===== config.mk =====
export PLATFORM = sky130hd
export DESIGN_NAME = alu_muldiv_seq
export DESIGN_NICKNAME = d
export VERILOG_FILES = /design/src/rtl/alu_pkg.sv /design/src/rtl/muldiv_iter.sv /design/src/rtl/alu_muldiv_seq.sv
export SDC_FILE = /design/constraint.sdc
export NUM_CORES = 1
export LEC_CHECK = 0
export BUFFER_PORTS_ARGS = -buffer_cell sky130_fd_sc_hd__buf_2
export CORE_ASPECT_RATIO = 0.5
export CORE_UTILIZATION = 30
export CTS_CLUSTER_DIAMETER = 200
export DETAILED_ROUTE_END_ITERATION = 8
export GPL_TIMING_DRIVEN = 0
export PLACE_DENSITY = 0.44
export SKIP_CTS_REPAIR_TIMING = 1
export SYNTH_ARGS = -nofsm -noshare
export SYNTH_HDL_FRONTEND = slang
export SYNTH_SLANG_ARGS = --single-unit

===== constraint.sdc =====
create_clock -name clk -period 7.4 [get_ports clk]
set_input_delay 1.48 -clock clk [delete_from_list [all_inputs] [get_ports clk]]
set_output_delay 1.48 -clock clk [all_outputs]
set_load 0.05 [all_outputs]

===== src/rtl/alu_pkg.sv =====
// rtl/alu_pkg.sv - opcode and state encodings shared by the execute unit
package alu_pkg;

    localparam int                          DATA_WIDTH_DEF = 32;
    localparam int                          SHAMT_W        = $clog2(DATA_WIDTH_DEF);
    localparam logic [DATA_WIDTH_DEF-1:0]   MIN_INT        = {1'b1, {(DATA_WIDTH_DEF-1){1'b0}}};

    typedef enum logic [4:0] {
        OP_AND    = 5'h00,
        OP_OR     = 5'h01,
        OP_ADD    = 5'h02,
        OP_XOR    = 5'h03,
        OP_SLL    = 5'h04,
        OP_SRL    = 5'h05,
        OP_SUB    = 5'h06,
        OP_SLT    = 5'h07,
        OP_EQ     = 5'h08,
        OP_SRA    = 5'h09,
        OP_NE     = 5'h0A,
        OP_BGE    = 5'h0B,
        OP_JAL    = 5'h0C,
        OP_MUL    = 5'h10,
        OP_MULH   = 5'h11,
        OP_MULHSU = 5'h12,
        OP_MULHU  = 5'h13,
        OP_DIV    = 5'h14,
        OP_DIVU   = 5'h15,
        OP_REM    = 5'h16,
        OP_REMU   = 5'h17
    } op_e;

    typedef enum logic [1:0] {
        IDLE = 2'd0,
        CALC = 2'd1,
        DONE = 2'd2
    } state_e;

    function automatic logic is_div_op(input op_e op);
        return op inside {OP_DIV, OP_DIVU, OP_REM, OP_REMU};
    endfunction

endpackage


===== src/rtl/muldiv_iter.sv =====
// rtl/muldiv_iter.sv - iterative shift-add multiplier / restoring divider on magnitudes
module muldiv_iter
    import alu_pkg::*;
#(
    parameter int DATA_WIDTH = 32
) (
    input  logic                  clk,
    input  logic                  rst_n,
    input  logic                  start,
    input  op_e                   op,
    input  logic [DATA_WIDTH-1:0] a,
    input  logic [DATA_WIDTH-1:0] b,
    input  logic                  step_en,
    output logic [DATA_WIDTH-1:0] result,
    output logic                  last
);

    localparam int W  = DATA_WIDTH;
    localparam int CW = $clog2(DATA_WIDTH + 1);

    logic [2*W-1:0] acc, acc_next, prod_fix;
    logic [W-1:0]   mcand, a_mag, b_mag, part;
    logic [W:0]     sum, rem_sh, diff;
    logic [CW-1:0]  count;
    logic           is_div, neg_res, sel_hi, a_neg, b_neg;

    always_comb begin
        a_neg = a[W-1] && (op inside {OP_MULH, OP_MULHSU, OP_DIV, OP_REM});
        b_neg = b[W-1] && (op inside {OP_MULH, OP_DIV, OP_REM});
        a_mag = a_neg ? -a : a;
        b_mag = b_neg ? -b : b;
    end

    always_ff @(posedge clk or negedge rst_n) begin
        if (!rst_n) begin
            acc     <= '0;
            mcand   <= '0;
            count   <= '0;
            is_div  <= 1'b0;
            neg_res <= 1'b0;
            sel_hi  <= 1'b0;
        end else if (start) begin
            count  <= CW'(W);
            is_div <= is_div_op(op);
            if (is_div_op(op)) begin
                // quotient bits shift in at the bottom while the remainder grows in the top half
                acc     <= {{W{1'b0}}, a_mag};
                mcand   <= b_mag;
                neg_res <= (op == OP_REM) ? a_neg : (a_neg ^ b_neg);
                sel_hi  <= op inside {OP_REM, OP_REMU};
            end else begin
                acc     <= {{W{1'b0}}, b_mag};
                mcand   <= a_mag;
                neg_res <= a_neg ^ b_neg;
                sel_hi  <= (op != OP_MUL);
            end
        end else if (step_en) begin
            acc   <= acc_next;
            count <= count - 1'b1;
        end
    end

    always_comb begin
        sum    = {1'b0, acc[2*W-1:W]} + (acc[0] ? {1'b0, mcand} : {(W+1){1'b0}});
        rem_sh = acc[2*W-1:W-1];
        diff   = rem_sh - {1'b0, mcand};
        if (is_div) begin
            acc_next = diff[W] ? {rem_sh[W-1:0], acc[W-2:0], 1'b0}
                               : {diff[W-1:0],   acc[W-2:0], 1'b1};
        end else begin
            acc_next = {sum, acc[W-1:1]};
        end
        // sign is applied to the value produced by this cycle's step so the final edge can register it
        prod_fix = neg_res ? -acc_next : acc_next;
        part     = sel_hi ? acc_next[2*W-1:W] : acc_next[W-1:0];
        if (is_div) begin
            result = neg_res ? -part : part;
        end else begin
            result = sel_hi ? prod_fix[2*W-1:W] : prod_fix[W-1:0];
        end
    end

    assign last = (count == CW'(1));

endmodule


===== src/rtl/alu_muldiv_seq.sv =====
// rtl/alu_muldiv_seq.sv - multi-cycle EX unit: base ALU ops plus RV32M with valid/ready and flush
module alu_muldiv_seq
    import alu_pkg::*;
#(
    parameter int DATA_WIDTH    = 32,
    parameter int OPCODE_LENGTH = 5
) (
    input  logic                     clk,
    input  logic                     rst_n,
    input  logic                     Flush,
    input  logic                     InValid,
    output logic                     InReady,
    input  logic [DATA_WIDTH-1:0]    SrcA,
    input  logic [DATA_WIDTH-1:0]    SrcB,
    input  logic [OPCODE_LENGTH-1:0] Operation,
    output logic                     OutValid,
    input  logic                     OutReady,
    output logic [DATA_WIDTH-1:0]    ALUResult,
    output logic                     Busy
);

    localparam int                    SW      = $clog2(DATA_WIDTH);
    localparam logic [DATA_WIDTH-1:0] MIN_VAL = {1'b1, {(DATA_WIDTH-1){1'b0}}};
    localparam logic [DATA_WIDTH-1:0] ONE     = {{(DATA_WIDTH-1){1'b0}}, 1'b1};
    localparam logic [DATA_WIDTH-1:0] ZERO    = '0;

    state_e                state, state_next;
    op_e                   op;
    logic                  accept, special, m_iter, start, step_en, last;
    logic                  div_by_zero, overflow;
    logic [SW-1:0]         shamt;
    logic [DATA_WIDTH-1:0] base_result, quick_result, iter_result;

    assign op       = op_e'(Operation);
    assign shamt    = SrcB[SW-1:0];
    assign InReady  = (state == IDLE) || ((state == DONE) && OutReady);
    assign accept   = InValid && InReady && !Flush;
    assign OutValid = (state == DONE);
    assign Busy     = (state != IDLE);
    assign start    = accept && m_iter;
    assign step_en  = (state == CALC) && !Flush;

    always_comb begin
        base_result = '0;
        case (op)
            OP_AND:  base_result = SrcA & SrcB;
            OP_OR:   base_result = SrcA | SrcB;
            OP_ADD:  base_result = SrcA + SrcB;
            OP_XOR:  base_result = SrcA ^ SrcB;
            OP_SLL:  base_result = SrcA << shamt;
            OP_SRL:  base_result = SrcA >> shamt;
            OP_SUB:  base_result = SrcA - SrcB;
            OP_SLT:  base_result = ($signed(SrcA) < $signed(SrcB)) ? ONE : ZERO;
            OP_EQ:   base_result = (SrcA == SrcB) ? ONE : ZERO;
            OP_SRA:  base_result = $signed(SrcA) >>> shamt;
            OP_NE:   base_result = (SrcA != SrcB) ? ONE : ZERO;
            OP_BGE:  base_result = ($signed(SrcA) >= $signed(SrcB)) ? ONE : ZERO;
            OP_JAL:  base_result = ONE;
            default: base_result = '0;
        endcase
    end

    assign div_by_zero = (SrcB == '0);
    assign overflow    = (SrcA == MIN_VAL) && (SrcB == '1);

    // M ops whose answer is known at accept skip the iterative datapath entirely
    always_comb begin
        special      = 1'b0;
        quick_result = base_result;
        if (Operation[4]) begin
            quick_result = '0;
            special      = Operation[3];
            case (op)
                OP_DIV: begin
                    if (div_by_zero) begin
                        special      = 1'b1;
                        quick_result = '1;
                    end else if (overflow) begin
                        special      = 1'b1;
                        quick_result = MIN_VAL;
                    end
                end
                OP_DIVU: begin
                    if (div_by_zero) begin
                        special      = 1'b1;
                        quick_result = '1;
                    end
                end
                OP_REM: begin
                    if (div_by_zero) begin
                        special      = 1'b1;
                        quick_result = SrcA;
                    end else if (overflow) begin
                        special      = 1'b1;
                        quick_result = '0;
                    end
                end
                OP_REMU: begin
                    if (div_by_zero) begin
                        special      = 1'b1;
                        quick_result = SrcA;
                    end
                end
                default: ;
            endcase
        end
        m_iter = Operation[4] && !special;
    end

    always_ff @(posedge clk or negedge rst_n) begin
        if (!rst_n) begin
            state <= IDLE;
        end else begin
            state <= state_next;
        end
    end

    always_comb begin
        state_next = state;
        case (state)
            IDLE: if (accept) state_next = m_iter ? CALC : DONE;
            CALC: if (last) state_next = DONE;
            DONE: if (OutReady) state_next = accept ? (m_iter ? CALC : DONE) : IDLE;
            default: state_next = IDLE;
        endcase
        if (Flush) state_next = IDLE;
    end

    always_ff @(posedge clk or negedge rst_n) begin
        if (!rst_n) begin
            ALUResult <= '0;
        end else if (!Flush) begin
            if (accept && !m_iter) begin
                ALUResult <= quick_result;
            end else if (step_en && last) begin
                ALUResult <= iter_result;
            end
        end
    end

    muldiv_iter #(
        .DATA_WIDTH (DATA_WIDTH)
    ) u_muldiv_iter (
        .clk     (clk),
        .rst_n   (rst_n),
        .start   (start),
        .op      (op),
        .a       (SrcA),
        .b       (SrcB),
        .step_en (step_en),
        .result  (iter_result),
        .last    (last)
    );

endmodule

==> impl_results.md <==
* Status: complete, but fails checks
* Failing checks: capacitance limit, slew limit
* Register bit total from synthesis at ~140
* HP Class: flip-flop to flip-flop
* Critical-path maximum fanout at 13
* Synth area leaders: dfrtp_1 14%, ha_1 8.4%, a21oi_1 6.9%
* CP max stage delay at ~0.69 ns
* Clock power share at 0.135
* Placer Congestion at ~1
* Largest net degree at the start of global routing at between 70 and 80
* Slew margin rel. at -0.03041
* P_int at approximately 3100 uW
* Row Count at 74
* Final-stage net count at slightly below 4k
* First-pass GRT wire length at between 200000 and 250000 um
* Area leader, netlist: dfrtp_1
* Critical path startpoint category: primary input
* Post-synthesis mux area share at 0.07004
* Flop pwr share at 0.171
* Setup TNS at 0 ns
* Root buffer cell: clkbuf_16
* Post-synthesis xor/xnor area fraction at 0.05717
* Crit path time final at 7.370 ns
* Clk buf depth at 2
* Antenna Nets Post-Route at 0
* Clk_skew at approximately 0.012 ns
* YS warnings at 0
* Fmax at about 0.14 GHz
* Worst Path Required at around 7.7 ns
* Tot Pwr at approximately 7400 uW
* Sink Count at roughly 140
* Antenna violations before repair at 10
* TritonRoute pass-1 iters at 6
* CP endpoint kind: flip-flop
* Max Slew Vio Count at 17
* Leak pwr at around 0.011 uW
* RSZ-0062 raised after global routing: false
* Avg Vias per Cell at 6.369
* Sequential share of the synthesized area at 0.1393
* Post-Synth Adder-Cell Area at 0.08738
* Final hold vios at 0
* Net Sw Frac at 0.5768
* Core ar. at 82030 sq um
* Chip height at between 200 and 250 um
* Post-synth top flop: dfrtp_1
* Starting Density at 0.3044
* Depth of the CTS H-tree at 4
* DR iter-0 viols at approximately 3.8k
* Die ar. at approximately 84000 sq um
* Post-Syn Instances at 3580
* Synth top area share at 0.1393
* Skew-Pair Late Insertion Delay at around 0.44 ns
* Peak supply drop at ~170 uV
* TritonCTS clock tree: done
* DRC errors left at 0
* Critical-path cell list: buf_2, clkinv_1, buf_1, clkbuf_2, ha_1, nand3_1, nor2_2, nand4_1, or2_2, o21ai_0, a21oi_1, nor2_2, nand2_1, nor3_1, a21oi_1, a211oi_1, o211ai_1
* Vias after detailed routing at around 31k
* CP arrival at 7.63 ns
* Share of layout cells above drive strength 1 at 0.08776
* Most frequent cell after synthesis: nor2_1
* Cell family with most CP delay: simple AND/OR/NAND/NOR gates
* Gate power share at 0.694
* Net count after synthesis at 3826
* Combinational family with the most area after synthesis: compound AO/OA/AOI/OAI gates
* Syn Area/Cell at 6.976 sq um
* Routed len/inst at around 34 um
* Max-Cap Viols at 2
* Final period util at 0.9960
* Slowest CP cell: nor3_1
* Worst-margin pin slew at between 1.5 and 2 ns
* NetSw at 4293 uW
* Grt total ovfl at 0
* Cts bufs inserted at 17
* Cell variety after synth at roughly 120
* IO Pins at around 110
* Synth Area in Simple Gates at 0.2384
* Vias in the first global route at around 29k
* Synth async-reset ratio at 1.000
* Clk slew on worst S/H paths at 0.06 ns
* GRT Total Usage at 0.3822
* Hpwl dp at approximately 140000 um
* Post-Syn Area at 24970 sq um
* Final wirelength at 165500 um
* Commonest cells post-synth: 407 x nor2_1, 346 x a21oi_1, 341 x nand2_1
* WS Path Type: primary input to flip-flop
* Chip width at around 410 um
* Compound-cell area share of the yosys netlist at 0.3404
* Power Dens Cells at approximately 270 nW/um^2
* Area Growth Syn to Fin at 11.10%
* Post-synth EDFFs at 0
* Crit path buf inv count at 4
* Setup Viol. Count Final at 0
* Port-buffer cells at approximately 110
[cell families after synthesis]
family          count (synthesis)
flops                         139
xor+xnor                      163
simple gates                 1255
mux                           136
compound gates               1290
buf+inv                       425
fa+ha+maj                     172
[worst min-delay path: stages, from the launching register on]
cell     delay (ns)
dfrtp_1        0.34
a31oi_1        0.07
nand2_1        0.06
[cell type report]
class,count,area [sq um]
Tap cell,1102,1379
Fill cell,9228,54290
Buffer,257,1060
Timing Repair Buffer,118,641.9
Multi-Input combinational cell,3016,19890
Antenna cell,4,10.01
Clock buffer,23,488.0
Inverter,164,619.3
Clock inverter,9,182.7
Sequential cell,139,3478
[cell usage in the layout, fill, tap and decap left out, drive strengths merged, types with 23 or more instances in the layout]
master / count
a211o: 25
a211oi: 60
a21o: 49
a21oi: 349
a221oi: 36
a22oi: 24
a31oi: 59
and2: 52
and3: 24
buf: 179
clkbuf: 219
dfrtp: 139
ha: 168
inv: 159
mux2i: 87
mux4: 29
nand2: 342
nand2b: 31
nand3: 108
nand4: 51
nor2: 407
nor3: 85
nor4: 40
o211ai: 56
o21ai: 330
o221ai: 50
o22ai: 23
o31ai: 29
or3: 30
xnor2: 120
xor2: 43
[per-layer routing]
metal  share of wire  global-route usage
met5               0                   0
met4           0.037              0.1429
met3           0.086             0.05504
met2            0.43              0.5925
met1            0.45              0.5347
[worst paths after layout]
path                                       start                    end  slack, ns  depth (start not counted)
min reg2reg                         ALUResult[5]           ALUResult[5]       0.51                          2
max reg2reg                u_muldiv_iter.acc[31]          ALUResult[24]       0.10                         24
max                                      SrcB[1]          ALUResult[16]       0.03                         17
min                                 ALUResult[5]           ALUResult[5]       0.51                          2
max in group asynchronous                  rst_n  u_muldiv_iter.acc[62]       5.52                          2
min in group asynchronous                  rst_n           ALUResult[5]       1.03                          1
[state kept, by name, indices dropped and copies added (netlist names)]
register,flops
u_muldiv_iter.mcand,32
state,2
u_muldiv_iter.neg_res,1
u_muldiv_iter.acc,64
u_muldiv_iter.is_div,1
ALUResult,32
u_muldiv_iter.sel_hi,1
u_muldiv_iter.count,6
[power groups by stage]
| stage | Sequential [uW] | Combinational [uW] | Clock, uW |
|---|---|---|---|
| final | 1270 | 5170 | 1000 |
| after global routing | 1280 | 5450 | 1040 |
| after CTS | 1250 | 4980 | 1010 |
| after detailed placement | 1260 | 4950 | 0 |
| after global placement | 1260 | 4990 | 0 |
| after floorplan | 1260 | 3090 | 0 |
[through the flow]
stage                       util  std cells  cell area (sq um)  hold WS (ns)  setup slack [ns]
after floorplan                -       3580              24970        0.4632             1.699
after global placement    0.3278       4790              26890        0.4707            -1.514
after detailed placement  0.3283       4791              26930        0.4910            -1.461
after CTS                 0.3365       4823              27600        0.5043            -1.043
after global routing      0.3381       4828              27730        0.5417         0.0007248
final                     0.3382       4832              27740        0.5059           0.02989
(Power assumes the default switching activity.)
